`src/rtl/elevator_pkg.sv`:
```
// Shared definitions for the elevator request controller: FSM state encoding
// and direction codes presented on the drc input.
package elevator_pkg;

  typedef enum logic [1:0] {
    ST_IDLE  = 2'b00,
    ST_DELAY = 2'b01,
    ST_OPEN  = 2'b10,
    ST_FAULT = 2'b11
  } state_t;

  localparam logic [1:0] DRC_IDLE = 2'b00;
  localparam logic [1:0] DRC_UP   = 2'b01;
  localparam logic [1:0] DRC_DN   = 2'b10;

  // The unused code 11 behaves exactly like idle.
  function automatic logic [1:0] drc_norm(input logic [1:0] d);
    return (d == 2'b11) ? DRC_IDLE : d;
  endfunction

endpackage

```
`src/rtl/req_latch.sv`:
```
// One car-button channel: latches a press until serviced, and cancels the
// request once the button has been held for CANCEL_TICKS consecutive samples.
module req_latch #(
  parameter int CANCEL_TICKS = 1000
) (
  input  logic clk_1KHz,
  input  logic rst_n,
  input  logic press,
  input  logic clr,
  input  logic flush,
  input  logic flush_val,
  output logic req_n
);

  localparam int CW = $clog2(CANCEL_TICKS + 1);

  logic [CW-1:0] hold_cnt;
  logic [CW-1:0] hold_nxt;
  logic          req_nxt;
  logic          cancel;

  // Saturating hold counter keeps the request cleared until the button is released.
  always_comb begin
    hold_nxt = '0;
    cancel   = 1'b0;
    req_nxt  = ~req_n;
    if (flush) begin
      req_nxt = flush_val;
    end else begin
      if (press) begin
        hold_nxt = (hold_cnt == CW'(CANCEL_TICKS)) ? hold_cnt : hold_cnt + CW'(1);
      end
      cancel = press && (hold_nxt == CW'(CANCEL_TICKS));
      if (cancel || clr) begin
        req_nxt = 1'b0;
      end else if (press) begin
        req_nxt = 1'b1;
      end
    end
  end

  always_ff @(posedge clk_1KHz or negedge rst_n) begin
    if (!rst_n) begin
      hold_cnt <= '0;
      req_n    <= 1'b1;
    end else begin
      hold_cnt <= hold_nxt;
      req_n    <= ~req_nxt;
    end
  end

endmodule

```
`src/rtl/elevator_req_ctrl.sv`:
```
// Elevator request controller: latches hall and car calls, decides when the
// car stops at c_floor, and sequences the door through delay/open/fault.
module elevator_req_ctrl
  import elevator_pkg::*;
#(
  parameter int N_FLOORS     = 4,
  parameter int OPEN_DLY     = 1000,
  parameter int OPEN_HOLD    = 5000,
  parameter int CANCEL_TICKS = 1000,
  localparam int FW          = $clog2(N_FLOORS)
) (
  input  logic                clk_1KHz,
  input  logic                rst_n,
  input  logic [N_FLOORS-1:0] hall_up_n,
  input  logic [N_FLOORS-1:0] hall_dn_n,
  input  logic [N_FLOORS-1:0] car_n,
  input  logic [FW-1:0]       c_floor,
  input  logic [1:0]          drc,
  input  logic                lock,
  input  logic                err,
  input  logic                full,
  output logic [N_FLOORS-1:0] up_req_n,
  output logic [N_FLOORS-1:0] dn_req_n,
  output logic [N_FLOORS-1:0] car_req_n,
  output logic                arrival_n,
  output logic                door_n
);

  localparam int TMAX = (OPEN_DLY > OPEN_HOLD) ? OPEN_DLY : OPEN_HOLD;
  localparam int TW   = $clog2(TMAX + 1);
  localparam logic [N_FLOORS-1:0] UP_MASK = {1'b0, {(N_FLOORS-1){1'b1}}};
  localparam logic [N_FLOORS-1:0] DN_MASK = {{(N_FLOORS-1){1'b1}}, 1'b0};

  state_t              state, state_nxt;
  logic [TW-1:0]       tmr, tmr_nxt;
  logic                arrival_nxt, door_nxt;
  logic                take, any_hit;
  logic [1:0]          drc_e;
  logic [N_FLOORS-1:0] at_floor, up_ok, dn_ok;
  logic [N_FLOORS-1:0] up_hit, dn_hit, car_hit;
  logic [N_FLOORS-1:0] up_nxt, dn_nxt;

  assign drc_e = drc_norm(drc);

  // Hall calls honour travel direction; a full car only stops for car calls.
  always_comb begin
    at_floor = '0;
    up_ok    = '0;
    dn_ok    = '0;
    for (int f = 0; f < N_FLOORS; f++) begin
      at_floor[f] = (int'(c_floor) == f);
      up_ok[f]    = !full && ((drc_e != DRC_DN) || (f == 0));
      dn_ok[f]    = !full && ((drc_e != DRC_UP) || (f == N_FLOORS - 1));
    end
  end

  assign up_hit  = at_floor & up_ok & ~up_req_n;
  assign dn_hit  = at_floor & dn_ok & ~dn_req_n;
  assign car_hit = at_floor & ~car_req_n;
  assign any_hit = |{up_hit, dn_hit, car_hit};

  always_comb begin
    state_nxt   = state;
    tmr_nxt     = tmr;
    arrival_nxt = arrival_n;
    door_nxt    = door_n;
    take        = 1'b0;
    case (state)
      ST_IDLE: begin
        tmr_nxt = '0;
        if ((lock || (drc_e == DRC_IDLE)) && any_hit) begin
          take        = 1'b1;
          state_nxt   = ST_DELAY;
          arrival_nxt = 1'b0;
        end
      end
      ST_DELAY: begin
        if (any_hit || (tmr == TW'(OPEN_DLY - 1))) begin
          take      = any_hit;
          state_nxt = ST_OPEN;
          tmr_nxt   = '0;
          door_nxt  = 1'b0;
        end else begin
          tmr_nxt = tmr + TW'(1);
        end
      end
      ST_OPEN: begin
        if (any_hit) begin
          take    = 1'b1;
          tmr_nxt = '0;
        end else if (tmr == TW'(OPEN_HOLD - 1)) begin
          state_nxt   = ST_IDLE;
          tmr_nxt     = '0;
          door_nxt    = 1'b1;
          arrival_nxt = 1'b1;
        end else begin
          tmr_nxt = tmr + TW'(1);
        end
      end
      default: begin
        state_nxt   = ST_IDLE;
        tmr_nxt     = '0;
        door_nxt    = 1'b1;
        arrival_nxt = 1'b1;
      end
    endcase
    // A fault parks the car with the door open only at the ground floor.
    if (err) begin
      take        = 1'b0;
      state_nxt   = ST_FAULT;
      tmr_nxt     = '0;
      door_nxt    = (c_floor == '0) ? 1'b0 : 1'b1;
      arrival_nxt = door_nxt;
    end
  end

  // Service clears are applied after new presses so that service wins a collision.
  always_comb begin
    up_nxt = '0;
    dn_nxt = '0;
    if (!err) begin
      up_nxt = ((~up_req_n) | (~hall_up_n & UP_MASK)) & ~(take ? up_hit : '0);
      dn_nxt = ((~dn_req_n) | (~hall_dn_n & DN_MASK)) & ~(take ? dn_hit : '0);
    end
  end

  always_ff @(posedge clk_1KHz or negedge rst_n) begin
    if (!rst_n) begin
      state     <= ST_IDLE;
      tmr       <= '0;
      arrival_n <= 1'b1;
      door_n    <= 1'b1;
      up_req_n  <= '1;
      dn_req_n  <= '1;
    end else begin
      state     <= state_nxt;
      tmr       <= tmr_nxt;
      arrival_n <= arrival_nxt;
      door_n    <= door_nxt;
      up_req_n  <= ~up_nxt;
      dn_req_n  <= ~dn_nxt;
    end
  end

  for (genvar g = 0; g < N_FLOORS; g++) begin : g_car
    req_latch #(
      .CANCEL_TICKS(CANCEL_TICKS)
    ) u_car (
      .clk_1KHz (clk_1KHz),
      .rst_n    (rst_n),
      .press    (~car_n[g]),
      .clr      (take & car_hit[g]),
      .flush    (err),
      .flush_val(g == 0),
      .req_n    (car_req_n[g])
    );
  end

endmodule

```
`config.mk`:
```
export PLATFORM = sky130hd
export DESIGN_NAME = elevator_req_ctrl
export DESIGN_NICKNAME = d
export VERILOG_FILES = /design/src/rtl/elevator_pkg.sv /design/src/rtl/req_latch.sv /design/src/rtl/elevator_req_ctrl.sv
export SDC_FILE = /design/constraint.sdc
export NUM_CORES = 1
export LEC_CHECK = 0
export ABC_AREA = 1
export BUFFER_PORTS_ARGS = -buffer_cell sky130_fd_sc_hd__buf_2
export CAP_MARGIN = 20
export CORE_ASPECT_RATIO = 0.75
export CORE_MARGIN = 4
export CORE_UTILIZATION = 54
export DETAILED_ROUTE_END_ITERATION = 10
export PLACE_DENSITY_LB_ADDON = 0.1
export SYNTH_ARGS = -nofsm -noshare
export SYNTH_HDL_FRONTEND = slang
export SYNTH_HIERARCHICAL = 1
export SYNTH_SLANG_ARGS = --single-unit
```
`constraint.sdc`:
```
create_clock -name clk_1KHz -period 2.3 [get_ports clk_1KHz]
set_input_delay 0.69 -clock clk_1KHz [delete_from_list [all_inputs] [get_ports clk_1KHz]]
set_output_delay 0.69 -clock clk_1KHz [all_outputs]
set_load 0.01 [all_outputs]
```
# --- Yosys cells after proc, flatten, opt, wreduce, memory -nomap -nowiden ---
# Cells that the tools add are included.
op_classes:
  n_addsub: 5
  n_mux: 58
  n_eq_ne: 24
  n_reduce_logical: 22
  bitwise_logic: 34
op_table:
  columns: ["cell", "n"]
  rows:
  - ["2-to-1 mux 10 bit", 16]
  - ["== test 10 bit (second input constant)", 8]
  - ["2-to-1 mux 13 bit", 4]
  - ["adder 10 x 1 -> 10 bit (second input constant)", 4]
  - ["NOT 4 bit", 8]
  - ["AND 4 bit", 7]
  - ["case mux 13 bit (2 select lines)", 1]
  - ["2-to-1 mux 1 bit", 23]
  - ["2-to-1 mux 4 bit", 4]
  - ["adder 13 x 1 -> 13 bit (second input constant)", 1]
  - ["== test 13 x 10 -> 1 bit (second input constant)", 1]
  - ["== test 13 bit (second input constant)", 1]
  - ["2-to-1 mux 2 bit", 6]
  - ["inequality test 3 bit (second input constant)", 4]
  - ["NOT 1 bit", 12]
  - ["AND reduction 4 bit", 3]
  - ["OR reduction 12 bit", 1]
  - ["case mux 1 bit (3 select lines)", 3]
  - ["== test 2 bit (second input constant)", 4]
  - ["logical NOT 2 bit", 4]
  - ["logical AND 1 bit", 7]
  - ["logical OR 1 bit", 6]
  - ["inequality test 2 bit (second input constant)", 3]
  - ["case mux 2 bit (3 select lines)", 1]
  - ["7 further kinds", 11]
word_totals:
  elab_cells: 157
  regBits: 69

# --- Logic depth before layout (Yosys ltp) ---
# Gate-level depths: netlist of the first run.
depth:
  ltp_word: 16
  depth_mapped: 13
  depth_no_buf: 13

# --- Hierarchy ---
# The synthesis of the first run kept the hierarchy.
modules_own_cells:
  columns: ["module", "cells_per_inst", "area_per_inst_um2", "seq_area_each_um2", "n_inst"]
  rows:
  - ["req_latch", 107, 753.2, 276.5, 4]
  - ["elevator_req_ctrl", 212, 1577.8, 638.1, 1]

# --- Least setup slack after synthesis of the first run ---
# Ideal clock, no wire load.
synth_path:
  kind: "input to register"
  startpoint: "input port drc[1]"
  endpoint: "register g_car[0].u_car.req_n"
  cell_stages: 12
  arrival_ns: 1.966
  slack_ns: 0.250
  path_cell_list: "inv_1 -> ha_1 -> nor2_1 -> nand3_1 -> nand2_1 -> nor2_1 -> nand3_2 -> nand2_1 -> clkbuf_1 -> nor2_1 -> a211oi_1 -> a21oi_2"
synth_via:
  elab_chain_cells: 16
  word_cells_on_any_way: 25
  cone_classes: "eq/ne: 3; mux: 8; bitwise: 6; reduce/logical: 8"
synth_rtl:
  columns: ["element", "line_no", "source"]
  rows:
  - ["start: declaration", "elevator_req_ctrl.sv:18", "input logic [1:0] drc,"]
  - ["== test 2 bit", "elevator_pkg.sv:18", "return (d == 2'b11) ? DRC_IDLE : d;"]
  - ["2-to-1 mux 2 bit (*)", "elevator_pkg.sv:18", null]
  - ["inequality test 2 bit / inequality test 2 x 1 -> 1 bit (equally long branches)", null, null]
  - ["logical AND 1 bit, on equally long branches", "elevator_req_ctrl.sv:52, elevator_req_ctrl.sv:53", null]
  - ["AND 4 bit, on equally long branches (2 in series)", "elevator_req_ctrl.sv:57, elevator_req_ctrl.sv:58", null]
  - ["OR reduction 12 bit", "elevator_req_ctrl.sv:60", "assign any_hit = |{up_hit, dn_hit, car_hit};"]
  - ["logical OR 1 bit / logical AND 1 bit (equally long branches)", "elevator_req_ctrl.sv:78, elevator_req_ctrl.sv:71", null]
  - ["2-to-1 mux 1 bit, on equally long branches", "elevator_req_ctrl.sv:78, elevator_req_ctrl.sv:71", null]
  - ["case mux 1 bit (3 select lines) (*)", "elevator_req_ctrl.sv:68", "case (state)"]
  - ["2-to-1 mux 1 bit (*)", "elevator_req_ctrl.sv:108", "if (err) begin"]
  - ["AND 1 bit (*)", "elevator_req_ctrl.sv:152", ".clr (take & car_hit[g]),"]
  - ["logical OR 1 bit (*)", "req_latch.sv:34", "if (cancel || clr) begin"]
  - ["2-to-1 mux 1 bit (*)", "req_latch.sv:34", null]
  - ["2-to-1 mux 1 bit (*)", "req_latch.sv:27", "if (flush) begin"]
  - ["NOT 1 bit (*)", "req_latch.sv:48", "req_n <= ~req_nxt;"]
  - ["end signal: assignment", "req_latch.sv:48", null]
  - ["end: declaration", "req_latch.sv:12", "output logic req_n"]
# Mark *: on every way between the ends. The rest lies on a longest branch, timed or not.
# A chain may end at the register's enable or synchronous reset.

# --- Final worst setup path of the first run ---
layout_path:
  startpoint: "input port drc[1]"
  endpoint: "register tmr[0]"
layout_via:
  elab_chain_cells: 11
  word_cells_on_any_way: 16
  cone_classes: "eq/ne: 3; mux: 5; bitwise: 4; reduce/logical: 4"
layout_rtl:
  columns: ["element", "line_no", "source"]
  rows:
  - ["== test 2 bit", "elevator_pkg.sv:18", null]
  - ["2-to-1 mux 2 bit (*)", "elevator_pkg.sv:18", null]
  - ["inequality test 2 bit / inequality test 2 x 1 -> 1 bit (equally long branches)", null, null]
  - ["logical AND 1 bit, on equally long branches", "elevator_req_ctrl.sv:52, elevator_req_ctrl.sv:53", null]
  - ["AND 4 bit, on equally long branches (2 in series)", "elevator_req_ctrl.sv:57, elevator_req_ctrl.sv:58", null]
  - ["OR reduction 12 bit (*)", "elevator_req_ctrl.sv:60", null]
  - ["logical OR 1 bit", "elevator_req_ctrl.sv:78", "if (any_hit || (tmr == TW'(OPEN_DLY - 1))) begin"]
  - ["2-to-1 mux 13 bit", "elevator_req_ctrl.sv:78", null]
  - ["case mux 13 bit (2 select lines) (*)", "elevator_req_ctrl.sv:68", null]
  - ["2-to-1 mux 13 bit (*)", "elevator_req_ctrl.sv:108", null]
  - ["net tmr_nxt[0]", "elevator_req_ctrl.sv:35", "logic [TW-1:0] tmr, tmr_nxt;"]
  - ["end signal: assignment", "elevator_req_ctrl.sv:137", "tmr <= tmr_nxt;"]
  - ["end: declaration", "elevator_req_ctrl.sv:35", null]
# The timed path passes the listed nets; every way through them passes the cells marked *.

==> results of run 1 <==
-- final cells by class --
type	count	area (um2)
Inverter	91	342
Clock inverter	4	22.5
Clock buffer	12	256
Tap cell	105	131
Sequential cell	69	1740
Timing Repair Buffer	44	263
Multi-Input combinational cell	471	2430
Fill cell	717	2900
-- worst max-delay path by stage --
stage / startpoint / to / slack, ns / depth (start not counted)
floorplan: drc[1] / g_car[0].u_car/req_n / 0.25 / 12
global route: drc[1] / tmr[1] / 0.11 / 11
finish: drc[1] / tmr[0] / 0.33 / 11
CTS: drc[0] / tmr[1] / 0.29 / 11
global placement: drc[0] / tmr[0] / 0.001 / 11
detailed placement: drc[0] / tmr[1] / -0.07 / 11
-- cells by family (layout without fill, tap and decap cells) --
| kind of cell | Yosys count | count (layout) | synth area share |
|---|---|---|---|
| buffers and inverters | 102 | 151 | 0.0916 |
| AND/OR/NAND/NOR | 390 | 390 | 0.400 |
| flip-flops | 69 | 69 | 0.380 |
| XOR/XNOR | 13 | 13 | 0.0248 |
| AO/OA/AOI/OAI | 49 | 49 | 0.0613 |
| adder cells (fa/ha/maj) | 15 | 15 | 0.0409 |
| other | 2 | 4 | 0.00164 |
-- routing by layer --
metal,vias up,routed length [um],global-route usage
met2,53,4700,0.359
li1,2128,-,-
met3,7,412,0.0608
met5,-,0,0
met4,0,71,0.0539
met1,1873,4810,0.287
-- registers in the layout, summed over array words and instances, names as in the netlist --
register and flops:
g_car.u_car/req_n 4, up_req_n 4, arrival_n 1, door_n 1, tmr 13, dn_req_n 4
state 2, g_car.u_car/hold_cnt 40
-- worst max-delay path, cell delays in order --
cell,delay [ns]
buf_2,0.10
inv_1,0.04
ha_1,0.16
nor2_1,0.18
nand3_1,0.14
nand2_1,0.10
nor2_1,0.06
nand3_2,0.10
a21o_1,0.11
or2_1,0.45
nor2_2,0.05
-- synth_stat cells, types with 11 or more instances --
library cell	number
ha_1	15
nand2_1	155
dfrtp_1	55
a21oi_1	19
nor2_1	92
nor2_4	12
nand3_1	53
inv_1	87
nor3_1	22
o21ai_0	18
nor2_2	12
dfstp_2	14
xor2_1	11
-- where the power goes --
group | switching [uW] | internal [uW] | leakage, uW | total (uW)
clock network | 511 | 782 | 0.000138 | 1290
registers | 60.1 | 1300 | 0.000907 | 1360
logic | 351 | 209 | 0.00148 | 560
total | 922 | 2290 | 0.00253 | 3220
-- through the flow --
stage / instances / TNS, ns / cell area [um2]
final: 796 / 0 / 5190
after global routing: 796 / 0 / 5190
after CTS: 796 / 0 / 5190
after detailed placement: 780 / -0.555 / 4910
after global placement: 780 / 0 / 4910
after floorplan: 642 / 0 / 4600
-- layout by cell type (no fill, tap or decap), types with 12 or more instances in the layout --
cell type / n
nor2_1: 92
nand2_1: 155
dfstp_2: 14
inv_1: 87
a21oi_1: 19
nand3_1: 53
buf_2: 32
ha_1: 15
dfrtp_1: 55
nor2_4: 12
o21ai_0: 18
nor3_1: 22
nor2_2: 12
==> summary.md, run 1 <==
| Metric | Value |
|---|---|
| R2r setup slk | `0.45 ns` |
| Worst-Skew Late Latency | `0.34 ns` |
| Largest area contributor in the netlist | `dfrtp_1` |
| Final #Nets | `722` |
| Hold WC Path Type | `input pin to async pin` |
| Final worst slack | `0.325 ns` |
| DP Worst Slack | `-0.0678 ns` |
| Clock skew | `0.00866 ns` |
| Fin. Hold Viols | `0` |
| Synthesis-to-finish area growth | `13.1%` |
| Die width | `114 um` |
| FFs w/ async S/R, synth | `1.00` |
| Post-cts repair resize count | `0` |
| Share of cells above drive strength 1 | `0.177` |
| Flops & latches, synth | `69` |
| First DRT Iteration DRCs | `294` |
| All-layer global routing usage | `0.218` |
| Post-synthesis sequential area ratio | `0.380` |
| Wire length per cell | `12.6 um` |
| Max VDD drop | `393 uV` |
| WS Path Type | `input pin to register` |
| Detailed Place HPWL | `7340 um` |
| Crit Reg-Reg Endpoint | `g_car[2].u_car/req_n` |
| Grt ovf | `0` |
| Clk sink count | `69` |
| WL final | `10000 um` |
| Synth Cell Area | `4590 um2` |
| Antenna-violating nets left | `0` |
| Max Clock Freq | `0.506 GHz` |
| Die height | `87.9 um` |
| Crit start category | `input pin` |
| Post-CTS Setup Inserts | `0` |
| Slew headroom | `0.641` |
| Period utilization | `0.858` |
| Vias | `4061` |
| Synth Instances | `640` |
| Worst r2r path cells | `8` |
| Worst-path clk slew | `0.06 ns` |
| Placer Congestion | `0.860` |
| Fin. max-slew vios | `0` |
| Io pins | `35` |
| End-of-flow core utilization | `0.642` |
| CP Capture Type | `register` |
| CP max FO | `10` |
| Worst-margin pin slew | `0.539 ns` |
| Via count of the first global-routing pass | `3983` |
| Antenna fix cells | `0` |
| Min cycle time layout | `1.97 ns` |
| Post-synth EDFFs | `0` |
| First-pass GRT wire length | `17900 um` |
| CTS root buffer | `clkbuf_16` |
| Starting density of the core | `0.567` |
| WP data arrival | `2.18 ns` |
| Drt pass-1 iters | `4` |
| WP data required | `2.50 ns` |
| Die Area | `10100 um2` |
| Pwr Density | `619 nW/um2` |
| Yosys cell types | `32` |
| Num CTS Buffers | `9` |
| DR vias/cell | `5.10` |
| # hold bufs at CTS | `0` |
| Synth area leaders | `dfrtp_1 (30%), nand2_1 (13%), dfstp_2 (8.0%)` |
| Final hold slack | `0.355 ns` |
| Total design power | `3220 uW` |
| # setup viols final | `0` |
| YS warnings | `6` |
| Initial antenna violation count | `0` |
| CTS tree | `built` |
| Rows | `28` |
| Drt drc | `0` |
| P_leak | `0.00253 uW` |
| Largest net degree at the start of global routing | `70` |
| Buffers on Ports | `32` |
| Most used DFF post-synth | `dfrtp_1` |
| Number of max-cap violations | `0` |
| Clock buffer depth | `2` |
| R2r startpoint | `state[0]` |
| Syn_area_per_cell | `7.17 um2` |
| Core Footprint | `8090 um2` |
| Status | `finished, final reports clean` |
| H-tree depth | `3` |
| Post-synth top area share | `0.300` |
| Unrepaired setup endpoints after global routing | `no` |
(Power assumes the default switching activity.)
==> run 2: changes to the inputs <==
--- a/config.mk
+++ b/config.mk
@@ -12,7 +12,7 @@
 export CORE_MARGIN = 4
 export CORE_UTILIZATION = 54
 export DETAILED_ROUTE_END_ITERATION = 10
-export PLACE_DENSITY_LB_ADDON = 0.1
+export PLACE_DENSITY = 0.76
 export SYNTH_ARGS = -nofsm -noshare
 export SYNTH_HDL_FRONTEND = slang
 export SYNTH_HIERARCHICAL = 1
==> constraint.sdc (replaced) <==
create_clock -name clk_1KHz -period 1.8 [get_ports clk_1KHz]
set_input_delay 0.54 -clock clk_1KHz [delete_from_list [all_inputs] [get_ports clk_1KHz]]
set_output_delay 0.54 -clock clk_1KHz [all_outputs]
set_load 0.01 [all_outputs]
==> run 2 against run 1 <==
Compared with the run above:
- the run now ends with setup timing left
- power grew 43%
- sequential power grew 27%
- combinational power rose by 76%
- worst hold slack got worse by 0.15 ns
- sequential share of layout area shrank 2.3 points
- routed wire length grew 12%
- via count increased by 7.5%
- register-to-register slack worse by 0.47 ns
- cell count grew 3.5%
- highest routed layer unchanged
==> summary.md, run 2 (same netlist as run 1, synthesis figures left out) <==
| Metric | Value |
|---|---|
| Failing checks | `setup timing` |
| WP data required | `2.06 ns` |
| Clock buffer depth | `2` |
| Antenna-violating nets left | `0` |
| WP data arrival | `2.07 ns` |
| Hold WC Path Type | `input pin to async pin` |
| Max Clock Freq | `0.550 GHz` |
| Vias | `4364` |
| R2r startpoint | `up_req_n[1]` |
| Synthesis-to-finish area growth | `21.5%` |
| Placer Congestion | `0.880` |
| Crit. Startpoint | `up_req_n[1]` |
| Starting density of the core | `0.567` |
| Largest regs | `g_car.u_car/hold_cnt x40, tmr x13` |
| Most flops, register | `g_car.u_car/hold_cnt` |
| All-layer global routing usage | `0.226` |
| Clk sink count | `69` |
| Largest net degree at the start of global routing | `70` |
| Sw frac | `0.287` |
| Fin. Hold Viols | `0` |
| WL final | `11200 um` |
| Rows | `28` |
| Fin. max-slew vios | `0` |
| First-pass GRT wire length | `18500 um` |
| Worst-Skew Late Latency | `0.33 ns` |
| Final hold slack | `0.206 ns` |
| Min cycle time layout | `1.82 ns` |
| Status | `complete, but fails checks` |
| Most frequent cells in the layout | `nand2_1 (151), inv_1 (84), nor2_1 (81)` |
| Commonest non-fill, non-tap cell in the layout | `nand2_1` |
| Die width | `114 um` |
| CP max FO | `10` |
| Initial antenna violation count | `0` |
| Core Footprint | `8090 um2` |
| Via count of the first global-routing pass | `4190` |
| H-tree depth | `3` |
| WS Path Type | `register to register` |
| First DRT Iteration DRCs | `386` |
| Die Area | `10100 um2` |
| CTS tree | `built` |
| Worst-path clk slew | `0.06 ns` |
| CP Capture Type | `register` |
| Wire length per cell | `13.5 um` |
| Period utilization | `1.01` |
| Drt drc | `0` |
| Logic pwr share | `0.215` |
| Crit start category | `register` |
| DR vias/cell | `5.30` |
| # setup viols final | `2` |
| Pint | `3280 uW` |
| Final #Nets | `750` |
| NetSw | `1320 uW` |
| Largest register FFs | `40` |
| Buffers on Ports | `32` |
| CTS root buffer | `clkbuf_16` |
| Pwr Density | `824 nW/um2` |
| Drt pass-1 iters | `6` |
| Io pins | `35` |
| Clock power share | `0.409` |
| Share of cells above drive strength 1 | `0.255` |
| Max VDD drop | `502 uV` |
| Antenna fix cells | `0` |
| End-of-flow core utilization | `0.689` |
| Die height | `87.9 um` |
| P_leak | `0.00269 uW` |
| Detailed Place HPWL | `7790 um` |
| Final worst slack | `-0.0178 ns` |
| Sequential power share | `0.376` |
| Clock skew | `0.00712 ns` |
| Num CTS Buffers | `9` |
| Grt ovf | `0` |
| Number of max-cap violations | `0` |
-- run 2: final timing paths --
check / to / slack [ns] / cells past startpoint
worst max-delay path: tmr[6] / -0.02 / 7
worst min-delay path: g_car[3].u_car/hold_cnt[3] / 0.21 / 2
worst max register to register: tmr[6] / -0.02 / 7
worst min register to register: door_n / 0.46 / 2
max in group asynchronous: g_car[0].u_car/req_n / 1.22 / 2
min in group clk_1KHz: up_req_n[2] / 0.44 / 3
-- run 2: critical path: stages (launching register included) --
cell and delay, ns:
dfstp_2 0.56, nand3b_1 0.15, nand2_1 0.10, nor2_2 0.16, nand3_2 0.13, a21o_1 0.20
or2_4 0.31, nor2_2 0.12
-- run 2: power by group through the flow --
stage / Combinational (uW) / Sequential [uW] / Clock (uW)
2_1_floorplan: 471 / 1770 / 0
3_3_place_gp: 751 / 1760 / 0
4_1_cts: 807 / 1740 / 1910
6_report: 988 / 1730 / 1880
5_1_grt: 1100 / 1740 / 1980
3_5_place_dp: 774 / 1760 / 0
-- run 2: final cells by class --
class                      instances  area (um2)
multi-input combinational        471        2560
fill                             648        2520
sequential                        69        1740
timing repair buffer              72         478
inverter                          91         342
clock buffer                      10         229
tap                              105         131
clock inverter                     6        87.6
-- run 2: metrics by stage --
step	instances	power (uW)	setup WS, ns	cell area, um2	TNS, ns
6_report	824	4590	-0.0178	5580	-0.0315
5_1_grt	824	4820	-0.0951	5580	-0.976
4_1_cts	813	4450	0.00756	5380	0
3_5_place_dp	796	2540	-0.319	5050	-6.29
3_3_place_gp	796	2510	-0.245	5050	-5.05
2_1_floorplan	642	2240	0.0102	4600	0
-- run 2: what timing repair did --
| action | 4_1_cts | 5_1_grt |
|---|---|---|
| resized for setup | 3 | 37 |
| buffers inserted | 1 | 11 |
| hold buffers | 0 | 0 |
| pin swaps | 3 | 12 |
| cloned | 0 | 1 |
| endpoints found under the setup margin | 10 | 24 |
-- run 2: metal layers --
| layer | part of all wire | global-route usage |
|---|---|---|
| met3 | 0.054 | 0.0518 |
| met4 | 0.018 | 0.0518 |
| met1 | 0.43 | 0.287 |
| met5 | 0 | 0 |
| met2 | 0.49 | 0.396 |
==> run 3: changes to the inputs <==
--- a/config.mk
+++ b/config.mk
@@ -12,7 +12,7 @@
 export CORE_MARGIN = 4
 export CORE_UTILIZATION = 54
 export DETAILED_ROUTE_END_ITERATION = 10
-export PLACE_DENSITY = 0.76
+export PLACE_DENSITY = 0.73
 export SYNTH_ARGS = -nofsm -noshare
 export SYNTH_HDL_FRONTEND = slang
 export SYNTH_HIERARCHICAL = 1
==> constraint.sdc (replaced) <==
create_clock -name clk_1KHz -period 1.71 [get_ports clk_1KHz]
set_input_delay 0.513 -clock clk_1KHz [delete_from_list [all_inputs] [get_ports clk_1KHz]]
set_output_delay 0.513 -clock clk_1KHz [all_outputs]
set_load 0.01 [all_outputs]
==> run 3 against run 2 <==
Compared with the run above:
- the run still ends with setup timing left
- final area grew 5.9%
- cell count grew 2.1%
- die area is the same
- via count grew 1.5%
- clock-buffer cell count grew 4
- highest routed layer unchanged
==> summary.md, run 3 (same netlist as run 1, synthesis figures left out) <==
| Metric | Value |
|---|---|
| Die height | `87.9 um` |
| Clock power share | `0.349` |
| Antenna fix cells | `0` |
| Most flops, register | `g_car.u_car/hold_cnt` |
| P_leak | `0.00283 uW` |
| Placer Congestion | `0.929` |
| Vias | `4431` |
| Max VDD drop | `745 uV` |
| NetSw | `1520 uW` |
| First-pass GRT wire length | `18600 um` |
| Max Clock Freq | `0.559 GHz` |
| Grt ovf | `0` |
| Sw frac | `0.302` |
| Pwr Density | `853 nW/um2` |
| WP data arrival | `2.06 ns` |
| Die Area | `10100 um2` |
| Core Footprint | `8090 um2` |
| Period utilization | `1.05` |
| Largest register FFs | `40` |
| Final worst slack | `-0.0805 ns` |
| Failing checks | `setup timing` |
| Via count of the first global-routing pass | `4113` |
| Number of max-cap violations | `0` |
| Largest regs | `g_car.u_car/hold_cnt x40, tmr x13` |
| CTS tree | `built` |
| Antenna-violating nets left | `0` |
| Crit start category | `register` |
| First DRT Iteration DRCs | `341` |
| Drt pass-1 iters | `5` |
| Starting density of the core | `0.567` |
| Sequential power share | `0.361` |
| FILL cells | `578` |
| Status | `complete, but fails checks` |
| Worst r2r path cells | `9` |
| WP data required | `1.98 ns` |
| Worst-path clk slew | `0.06 ns` |
| Io pins | `35` |
| Min cycle time layout | `1.79 ns` |
| Detailed Place HPWL | `7900 um` |
| CTS root buffer | `clkbuf_16` |
| Num CTS Buffers | `9` |
| R2r setup slk | `-0.08 ns` |
| Initial antenna violation count | `0` |
| # setup viols final | `16` |
| WS Path Type | `register to register` |
| H-tree depth | `3` |
| Synthesis-to-finish area growth | `28.6%` |
| Wire length per cell | `13.6 um` |
| WL final | `11500 um` |
| Clk sink count | `69` |
| Rows | `28` |
| End-of-flow core utilization | `0.730` |
| Most frequent cells in the layout | `nand2_1 (146), inv_1 (81), nor2_1 (77)` |
| Buffers on Ports | `32` |
| Fin. max-slew vios | `0` |
| Worst-Skew Late Latency | `0.33 ns` |
| CP max FO | `5` |
| Drt drc | `0` |
| Logic pwr share | `0.290` |
| Final #Nets | `768` |
| Die width | `114 um` |
| All-layer global routing usage | `0.230` |
| Clock skew | `0.00944 ns` |
| Pint | `3520 uW` |
| Clock buffer depth | `2` |
| Share of cells above drive strength 1 | `0.298` |
| Hold WC Path Type | `input pin to async pin` |
| Largest net degree at the start of global routing | `51` |
| DR vias/cell | `5.27` |
| Total design power | `5040 uW` |
| CP Capture Type | `register` |
| Commonest non-fill, non-tap cell in the layout | `nand2_1` |
| Fin. Hold Viols | `0` |
| Unrepaired setup endpoints after global routing | `yes` |
[run 3: cell types whose count changed in the layout (fill, tap and decap cells not counted), sizes merged]
cell      previous run  this run
buf                 72        90
bufinv               2         0
clkinvlp             0         1
clkinv               7         0
inv                 88        91
clkbuf              10        14
[run 3: what timing repair did]
action,in CTS,in global routing
gates cloned,1,0
endpoints found under the setup margin,16,27
buffers inserted,7,6
gates resized for setup,15,49
pin swaps,7,13
hold buffers,0,0
[run 3: final timing paths]
check                                   from                          to
worst min register to register     arrival_n                   arrival_n
min in group clk_1KHz           hall_up_n[2]                 up_req_n[2]
worst max-delay path             dn_req_n[3]                      tmr[0]
max in group asynchronous              rst_n        g_car[0].u_car/req_n
worst min-delay path                   rst_n  g_car[1].u_car/hold_cnt[5]
worst max register to register   dn_req_n[3]                      tmr[0]
[run 3: critical path: stages, from the launching register on]
cell and delay, ns:
dfstp_2 0.54, nor2_1 0.05, nand2_1 0.10, nand3_2 0.12, nor2_4 0.16, nand3_4 0.10
a21o_1 0.18, or2_4 0.27, buf_12 0.15, nor2_2 0.07
[run 3: area by class of cell]
cell class,count,area [um2],share of cell area
timing repair buffer,90,667,0.113
clock buffer,14,274,0.0464
clock inverter,1,7.51,0.00127
sequential,69,1740,0.295
tap,105,131,0.0222
multi-input combinational,471,2720,0.461
inverter,91,359,0.0608
[run 3: power by group through the flow]
stage / clock (uW) / combinational, uW / sequential (uW)
after floorplan: 0 / 534 / 1860
after global placement: 0 / 1010 / 1840
after detailed placement: 0 / 1040 / 1840
after CTS: 1790 / 1150 / 1820
after global routing: 1870 / 1590 / 1830
final: 1760 / 1460 / 1820
[run 3: through the flow]
step	TNS [ns]	std cells	cell area, um2	worst slack [ns]	hold WS (ns)
detailed placement	-9.19	812	5280	-0.415	0.455
global route	-2.37	841	5910	-0.141	0.196
finish	-0.857	841	5910	-0.0805	0.174
floorplan	-0.113	642	4710	-0.0112	0.217
CTS	-0.353	835	5700	-0.0359	0.187
global placement	-7.87	812	5280	-0.368	0.452
[run 3: layer usage]
layer / vias up / track usage / part of all wire
met5: - / 0 / 0
met4: 0 / 0.0798 / 0.020
met3: 23 / 0.0497 / 0.048
met2: 121 / 0.384 / 0.49
met1: 2094 / 0.298 / 0.44
li1: 2193 / - / -
